===== src/rtl/conv_layer_scheduler.sv =====
// Sequences NUM_LAYERS conv passes over a ping-pong buffer pair, launching the
// engine once per layer and guarding each pass with a timeout.
module conv_layer_scheduler #(
  parameter int unsigned NUM_LAYERS     = 4,
  parameter int unsigned TIMEOUT_CYCLES = 1048576,
  localparam int unsigned LAYER_W       = (NUM_LAYERS > 1) ? $clog2(NUM_LAYERS) : 1,
  localparam int unsigned TMO_W         = $clog2(TIMEOUT_CYCLES)
) (
  input  logic               clk,
  input  logic               reset,
  input  logic               start,
  input  logic               abort,
  output logic               eng_enable,
  input  logic               eng_done,
  output logic               rd_bank,
  output logic               wr_bank,
  output logic [LAYER_W-1:0] layer_idx,
  output logic               busy,
  output logic               done,
  output logic               error,
  output logic [31:0]        cycle_count
);

  typedef enum logic [2:0] {StIdle, StLaunch, StWait, StSwap, StFinish, StError} state_e;

  state_e             state_q, state_d;
  logic [LAYER_W-1:0] layer_q, layer_d;
  logic               rd_bank_q, rd_bank_d;
  logic               error_q, error_d;
  logic [31:0]        cyc_q, cyc_d;
  logic [TMO_W-1:0]   tmo_q, tmo_d;

  always_comb begin
    state_d   = state_q;
    layer_d   = layer_q;
    rd_bank_d = rd_bank_q;
    error_d   = error_q;
    cyc_d     = cyc_q;
    tmo_d     = tmo_q;

    if (state_q != StIdle && cyc_q != 32'hFFFF_FFFF) begin
      cyc_d = cyc_q + 32'd1;
    end

    unique case (state_q)
      StIdle: begin
        if (start) begin
          state_d   = StLaunch;
          layer_d   = '0;
          rd_bank_d = 1'b0;
          error_d   = 1'b0;
          cyc_d     = '0;
        end
      end
      StLaunch: begin
        tmo_d   = '0;
        state_d = abort ? StIdle : StWait;
      end
      StWait: begin
        tmo_d = tmo_q + TMO_W'(1);
        // Completion beats a coincident timeout.
        if (abort) begin
          state_d = StIdle;
        end else if (eng_done) begin
          state_d = StSwap;
        end else if (tmo_q == TMO_W'(TIMEOUT_CYCLES - 1)) begin
          state_d = StError;
          error_d = 1'b1;
        end
      end
      StSwap: begin
        if (abort) begin
          state_d = StIdle;
        end else begin
          rd_bank_d = ~rd_bank_q;
          if (layer_q == LAYER_W'(NUM_LAYERS - 1)) begin
            state_d = StFinish;
          end else begin
            layer_d = layer_q + LAYER_W'(1);
            state_d = StLaunch;
          end
        end
      end
      StFinish: state_d = StIdle;
      StError:  state_d = StIdle;
      default:  state_d = StIdle;
    endcase
  end

  always_ff @(posedge clk or posedge reset) begin
    if (reset) begin
      state_q   <= StIdle;
      layer_q   <= '0;
      rd_bank_q <= 1'b0;
      error_q   <= 1'b0;
      cyc_q     <= '0;
      tmo_q     <= '0;
    end else begin
      state_q   <= state_d;
      layer_q   <= layer_d;
      rd_bank_q <= rd_bank_d;
      error_q   <= error_d;
      cyc_q     <= cyc_d;
      tmo_q     <= tmo_d;
    end
  end

  assign eng_enable  = (state_q == StLaunch);
  assign busy        = (state_q != StIdle);
  assign done        = (state_q == StFinish);
  assign error       = error_q;
  assign rd_bank     = rd_bank_q;
  assign wr_bank     = ~rd_bank_q;
  assign layer_idx   = layer_q;
  assign cycle_count = cyc_q;

endmodule


===== config.mk =====
export PLATFORM = sky130hd
export DESIGN_NAME = conv_layer_scheduler
export DESIGN_NICKNAME = d
export VERILOG_FILES = /design/src/rtl/conv_layer_scheduler.sv
export SDC_FILE = /design/constraint.sdc
export NUM_CORES = 1
export LEC_CHECK = 0
export CAP_MARGIN = 20
export CORE_MARGIN = 5
export CORE_UTILIZATION = 54
export DETAILED_ROUTE_END_ITERATION = 10
export GPL_ROUTABILITY_DRIVEN = 0
export PLACE_DENSITY_LB_ADDON = 0.15
export SETUP_SLACK_MARGIN = 0.4
export SKIP_CTS_REPAIR_TIMING = 1
export SLEW_MARGIN = 25
export SYNTH_ARGS = -nofsm -noshare
export SYNTH_HDL_FRONTEND = slang
export SYNTH_SLANG_ARGS = --single-unit

===== constraint.sdc =====
create_clock -name clk -period 2.4 [get_ports clk]
set_clock_uncertainty 0.05 [all_clocks]
set_input_delay 0.24 -clock clk [delete_from_list [all_inputs] [get_ports clk]]
set_output_delay 0.24 -clock clk [all_outputs]
set_load 0.02 [all_outputs]

==> results_dict.tcl, run 1 <==
set metrics [dict create \
    fin_crit_ns 2.18 \
    port_buffers 44 \
    r2r_end "cycle_count[29]$_DFF_PP0_" \
    drt_iter0_markers 366 \
    final_layout_size_suffix_gt1_frac 0.274 \
    antenna_found_initial 0 \
    p_per_area_nw_per_um2 709 \
    finalMaxSlewViolations 0 \
    place_ws_ns 0.185 \
    cts_sinks 59 \
    cts_tree "yes" \
    fp.dieW_um 86.1 \
    final_util 0.782 \
    synth-seq-area-share 0.472 \
    fin_ws_ns 0.218 \
    yosys_warnings 0 \
    vias_per_cell 6.28 \
    required_ns 2.60 \
    grt_usage 0.218 \
    die_h_um 86.1 \
    clk_pin_slew_ns 0.07 \
    avgSynthCellArea_um2 9.39 \
    p_leak_nw 1.76 \
    synth-edff-count 0 \
    placed_area_um2 3770 \
    grt_pass1_vias 2783 \
    start_util 0.561 \
    period_share 0.909 \
    critPathKind "flop to flop" \
    cts_max_path_buffers 2 \
    post-dp-hpwl_mm 5.20 \
    critPathLaunch "cycle_count[12]$_DFF_PP0_" \
    drc 0 \
    grt_max_degree 37 \
    nFillCells 363 \
    final_cell_area_um2 4360 \
    vdd_drop_max_uv 611 \
    final_nets 419 \
    synthCells 333 \
    areaGrowthSynthToFinish_pct 39.3 \
    synthFlopType "dfrtp_1" \
    synth_seq_cells 59 \
    clock_latency_ns 0.34 \
    hold_violations 0 \
    grt_pass1_wl_mm 12.8 \
    die_area_um2 7410 \
    netlist_area_um2 3130 \
    async_reset_ff_frac 1.00 \
    cts_buffers 9 \
    cts_root_buffer "clkbuf_8" \
    r2r_start "cycle_count[12]$_DFF_PP0_" \
    avgRoutedWirePerCell_um 17.7 \
    dp.cells 447 \
    ios 45 \
    num_vias 3066 \
    cts-htree-levels 3 \
    antenna_left 0 \
    critPathCaptureType "flop" \
    worst_pin_slew_ns 0.692 \
    endpoint "cycle_count[29]$_DFF_PP0_" \
    synth_fp_nets 341 \
    maxCapViolations 0 \
    num_rows 27 \
    status "finished clean" \
    reg2reg_setup_slack_ns 0.22 \
    ff2ff_path_depth 5 \
    fin_tns_setup_ns 0 \
    slew-limit-headroom 0.536 \
    rsz0062_at_grt "true" \
    drt-total-wl_mm 8.63 \
    crit_path_start_kind "flop" \
    crit_fanout 5 \
    min_path_type "input port to async pin" \
    arrival_ns 2.38 \
    fin_cells 488 \
    gr-total-overflow 0 \
    finalSetupViolations 0 \
    antenna_cells 0 \
    ys_types 49 \
    fp.coreArea_um2 5570 \
    max_freq_mhz 458 \
    drtPass1Iterations 5 \
]
-- kinds of logic (layout without fill, tap and decap cells) --
| group | Yosys count | in the layout | share of synthesized area |
|---|---|---|---|
| mux | 17 | 17 | 0.0548 |
| simple gates | 161 | 162 | 0.268 |
| flops | 59 | 59 | 0.472 |
| fa+ha+maj | 3 | 3 | 0.0120 |
| compound gates | 64 | 64 | 0.144 |
| xor+xnor | 8 | 8 | 0.0224 |
| buf+inv | 21 | 103 | 0.0272 |
-- flip-flops by register name, indices dropped and copies added, names as in the netlist --
| signal | flops |
|---|---|
| layer_idx | 2 |
| tmo_q | 20 |
| error | 1 |
| cycle_count | 32 |
| state_q | 3 |
| rd_bank | 1 |
-- routing by layer --
| layer | share of wire | routed length [um] | global-route usage | up-vias |
|---|---|---|---|---|
| li1 | - | - | - | 1401 |
| met5 | 0 | 0 | 0 | - |
| met4 | 0.035 | 303 | 0.106 | 0 |
| met2 | 0.51 | 4430 | 0.374 | 151 |
| met3 | 0.066 | 569 | 0.0480 | 29 |
| met1 | 0.38 | 3320 | 0.256 | 1485 |
-- cell usage in the layout, fill, tap and decap left out, drive strengths merged, types with 2 or more instances in the layout --
| cell type | n |
|---|---|
| nand2 | 39 |
| o211ai | 6 |
| o31ai | 11 |
| clkbuf | 11 |
| a21oi | 13 |
| mux2i | 16 |
| dfrtp | 59 |
| bufinv | 2 |
| and4 | 7 |
| and3 | 3 |
| and2 | 3 |
| o21ai | 15 |
| nor2 | 27 |
| nor4 | 9 |
| nand3 | 25 |
| a211oi | 3 |
| a31oi | 2 |
| nand4 | 15 |
| or4 | 6 |
| or3 | 6 |
| ha | 3 |
| a2111oi | 2 |
| inv | 11 |
| nor3 | 16 |
| xnor2 | 7 |
| clkinv | 2 |
| dlymetal6s2s | 3 |
| nor2b | 2 |
| clkdlybuf4s50 | 41 |
| buf | 32 |
| a22o | 2 |
-- synthesized netlist by cell type (all sizes together), types with 2 or more instances --
library cell  instances  area, um^2
xnor2                 7        61.3
a22o                  2        17.5
or4                   5        41.3
mux2i                16         160
ha                    3        37.5
and2                  3        18.8
inv                  11        41.3
clkbuf                5        18.8
nand2                39         146
a31oi                 2        12.5
nor3                 16        80.1
and4                  7        61.3
dfrtp                59        1480
a2111oi               2        30.0
o31ai                11        87.6
a211oi                3        27.5
nor2b                 2        12.5
and3                  3        18.8
a21oi                13        65.1
buf                   5        25.0
nor2                 27         101
nand4                15         100
nor4                  9        56.3
o211ai                6        45.0
o21ai                15        75.1
or3                   6        42.5
nand3                25         130
-- worst min-delay path by stage --
stage	startpoint	to	slack (ns)	cells past startpoint
floorplan	abort	state_q[1]$_DFFE_PP0P_	0.26	1
global placement	tmo_q[8]$_DFFE_PP0P_	tmo_q[8]$_DFFE_PP0P_	0.41	1
detailed placement	tmo_q[18]$_DFFE_PP0P_	tmo_q[18]$_DFFE_PP0P_	0.43	1
CTS	reset	tmo_q[15]$_DFFE_PP0P_	0.21	2
global route	reset	tmo_q[15]$_DFFE_PP0P_	0.23	2
finish	reset	cycle_count[26]$_DFF_PP0_	0.20	2
-- stage by stage --
stage	hold slack [ns]	power [W]
after floorplan	0.257	0.00167
after global placement	0.410	0.00198
after detailed placement	0.426	0.00199
after CTS	0.208	0.00298
after global routing	0.234	0.00324
final	0.196	0.00309
-- critical path, cell delays in order (launching register included) --
cell and delay, ns:
dfrtp_2 0.41, nand3_4 0.11, or4_4 0.61, or3_4 0.38, or3_1 0.37, a21oi_1 0.17
-- where the power goes --
group	switching (W)	total, W	internal, W
Sequential	0.000111	0.00118	0.00107
Clock	0.000415	0.000997	0.000582
Combinational	0.000537	0.000910	0.000372
Total	0.00106	0.00309	0.00203
-- area by class of cell --
type                    count  area [um^2]  area share
well taps                  72         90.1      0.0207
flip-flops and latches     59         1510       0.347
multi-input cells         254         1800       0.412
clock buffers              11          131      0.0301
inverters                  11         41.3     0.00947
clock inverters             5         77.6      0.0178
repair buffers             76          712       0.163
(Power assumes the default switching activity.)
==> run 2, diff against run 1 <==
==> constraint.sdc (replaced) <==
create_clock -name clk -period 2.15 [get_ports clk]
set_clock_uncertainty 0.05 [all_clocks]
set_input_delay 0.215 -clock clk [delete_from_list [all_inputs] [get_ports clk]]
set_output_delay 0.215 -clock clk [all_outputs]
set_load 0.02 [all_outputs]
==> run 2 against run 1 <==
Critical path depth stayed put; sequential cell count stayed put; first-iteration DRC count is 28% lower; clock power is 12% higher; die area stayed put; combinational power is 33% higher; fmax is 3.9% higher; sequential power is 10% higher; non-clock buffer count is 28 higher; sequential share of layout area is 2.8 points lower; critical endpoint is now cycle_count[17]$_DFF_PP0_.
==> results_dict.tcl, run 2 (synthesis gave the netlist of run 1 again) <==
set metrics [dict create \
    status "finished clean" \
    max_freq_mhz 476 \
    grt_max_degree 60 \
    grt_pass1_vias 2801 \
    p_int_w 0.00237 \
    min_path_type "input port to async pin" \
    avgRoutedWirePerCell_um 18.8 \
    arrival_ns 2.32 \
    cts_root_buffer "clkbuf_8" \
    slew-limit-headroom 0.712 \
    multi_input_area_um2 1930 \
    clockPowerShare 0.309 \
    reg2reg_setup_slack_ns 0.05 \
    post-dp-hpwl_mm 5.68 \
    ff2ff_path_depth 5 \
    grt_usage 0.228 \
    drt_iter0_markers 265 \
    regArea_um2 1510 \
    power_w 0.00363 \
    fp.coreArea_um2 5570 \
    cts-htree-levels 3 \
    gr-total-overflow 0 \
    ios 45 \
    swShare 0.347 \
    critPathCaptureType "flop" \
    seqPwrFrac 0.358 \
    hold_violations 0 \
    period_share 0.977 \
    antenna_left 0 \
    vias_per_cell 6.24 \
    drt-total-wl_mm 9.71 \
    combPwrFrac 0.333 \
    largest_reg_flops 32 \
    nFillCells 286 \
    p_leak_nw 2.01 \
    maxCapViolations 0 \
    die_area_um2 7410 \
    final_nets 447 \
    critPathKind "flop to flop" \
    grt_pass1_wl_mm 13.4 \
    vdd_drop_max_uv 621 \
    cts_buffers 9 \
    clock_latency_ns 0.35 \
    num_rows 27 \
    drtPass1Iterations 5 \
    p_per_area_nw_per_um2 767 \
    finalSetupViolations 0 \
    drc 0 \
    r2r_end "cycle_count[17]$_DFF_PP0_" \
    required_ns 2.37 \
    final_layout_size_suffix_gt1_frac 0.363 \
    antenna_cells 0 \
    rsz0062_at_grt "true" \
    antenna_found_initial 0 \
    switching_power_w 0.00126 \
    cts_sinks 59 \
    die_h_um 86.1 \
    num_vias 3222 \
    port_buffers 44 \
    hold_slack_ns 0.182 \
    fin_crit_ns 2.10 \
    areaGrowthSynthToFinish_pct 51.2 \
    clk_pin_slew_ns 0.07 \
    worst_pin_slew_ns 0.429 \
    r2r_start "cycle_count[8]$_DFF_PP0_" \
    fp.dieW_um 86.1 \
    cts_tree "yes" \
    start_util 0.561 \
    crit_fanout 6 \
    cts_max_path_buffers 2 \
    crit_path_start_kind "flop" \
    final_cell_mix "buf_4 (49), nand2_1 (38), clkdlybuf4s50_1 (38)" \
    finalMaxSlewViolations 0 \
    final_common_cell "buf_4" \
]
[run 2: per-stage QoR]
stage,TNS [ns],worst slack (ns),cells,instance area (um^2),utilization
6_report,0,0.0498,516,4730,0.848
5_1_grt,0,0.00572,516,4730,0.848
4_1_cts,-0.0791,-0.0791,477,4150,0.745
3_5_place_dp,0,0.0755,461,3940,0.707
3_3_place_gp,0,0.132,461,3940,0.707
2_1_floorplan,0,0.196,333,3300,-
[run 2: worst max path at each step]
stage	end	slack, ns	startpoint
5_1_grt	cycle_count[14]$_DFF_PP0_	0.006	cycle_count[8]$_DFF_PP0_
3_3_place_gp	cycle_count[16]$_DFF_PP0_	0.13	cycle_count[11]$_DFF_PP0_
6_report	cycle_count[17]$_DFF_PP0_	0.05	cycle_count[8]$_DFF_PP0_
4_1_cts	eng_enable	-0.08	state_q[2]$_DFFE_PP0P_
3_5_place_dp	cycle_count[16]$_DFF_PP0_	0.08	cycle_count[11]$_DFF_PP0_
2_1_floorplan	cycle_count[27]$_DFF_PP0_	0.20	cycle_count[0]$_DFF_PP0_
[run 2: cell type report]
class / count / share of cell area
tap: 72 / 0.0191
multi-input combinational: 254 / 0.409
timing repair buffer: 104 / 0.201
inverter: 11 / 0.00873
clock inverter: 5 / 0.0164
sequential: 59 / 0.319
clock buffer: 11 / 0.0278
[run 2: power groups by stage]
stage          clock network (W)  registers (W)  logic, W
6_report                 0.00112        0.00130   0.00121
2_1_floorplan                  0        0.00137  0.000525
5_1_grt                  0.00117        0.00131   0.00131
4_1_cts                  0.00112        0.00130  0.000994
3_5_place_dp                   0        0.00132  0.000985
3_3_place_gp                   0        0.00132  0.000974
[run 2: routing by layer]
metal | track usage | routed length (um) | part of all wire | vias up
li1 | - | - | - | 1462
met1 | 0.280 | 3720 | 0.38 | 1576
met2 | 0.378 | 5100 | 0.53 | 154
met3 | 0.0394 | 629 | 0.065 | 30
met4 | 0.124 | 261 | 0.027 | 0
met5 | 0 | 0 | 0 | -
[run 2: worst max-delay path, cell delays in order, from the launching register on]
cell and delay (ns):
dfrtp_2 0.41, nand4_4 0.13, or4_4 0.59, a211o_1 0.35
or3_4 0.35, a21oi_2 0.14
==> run 3, diff against run 2 <==
--- a/config.mk
+++ b/config.mk
@@ -8,6 +8,7 @@
 export CAP_MARGIN = 20
 export CORE_MARGIN = 5
 export CORE_UTILIZATION = 54
+export CTS_CLUSTER_DIAMETER = 80
 export DETAILED_ROUTE_END_ITERATION = 10
 export GPL_ROUTABILITY_DRIVEN = 0
 export PLACE_DENSITY_LB_ADDON = 0.15
==> results of run 3 <==
The final DEF is identical to that of run 2; final timing and power are the same.
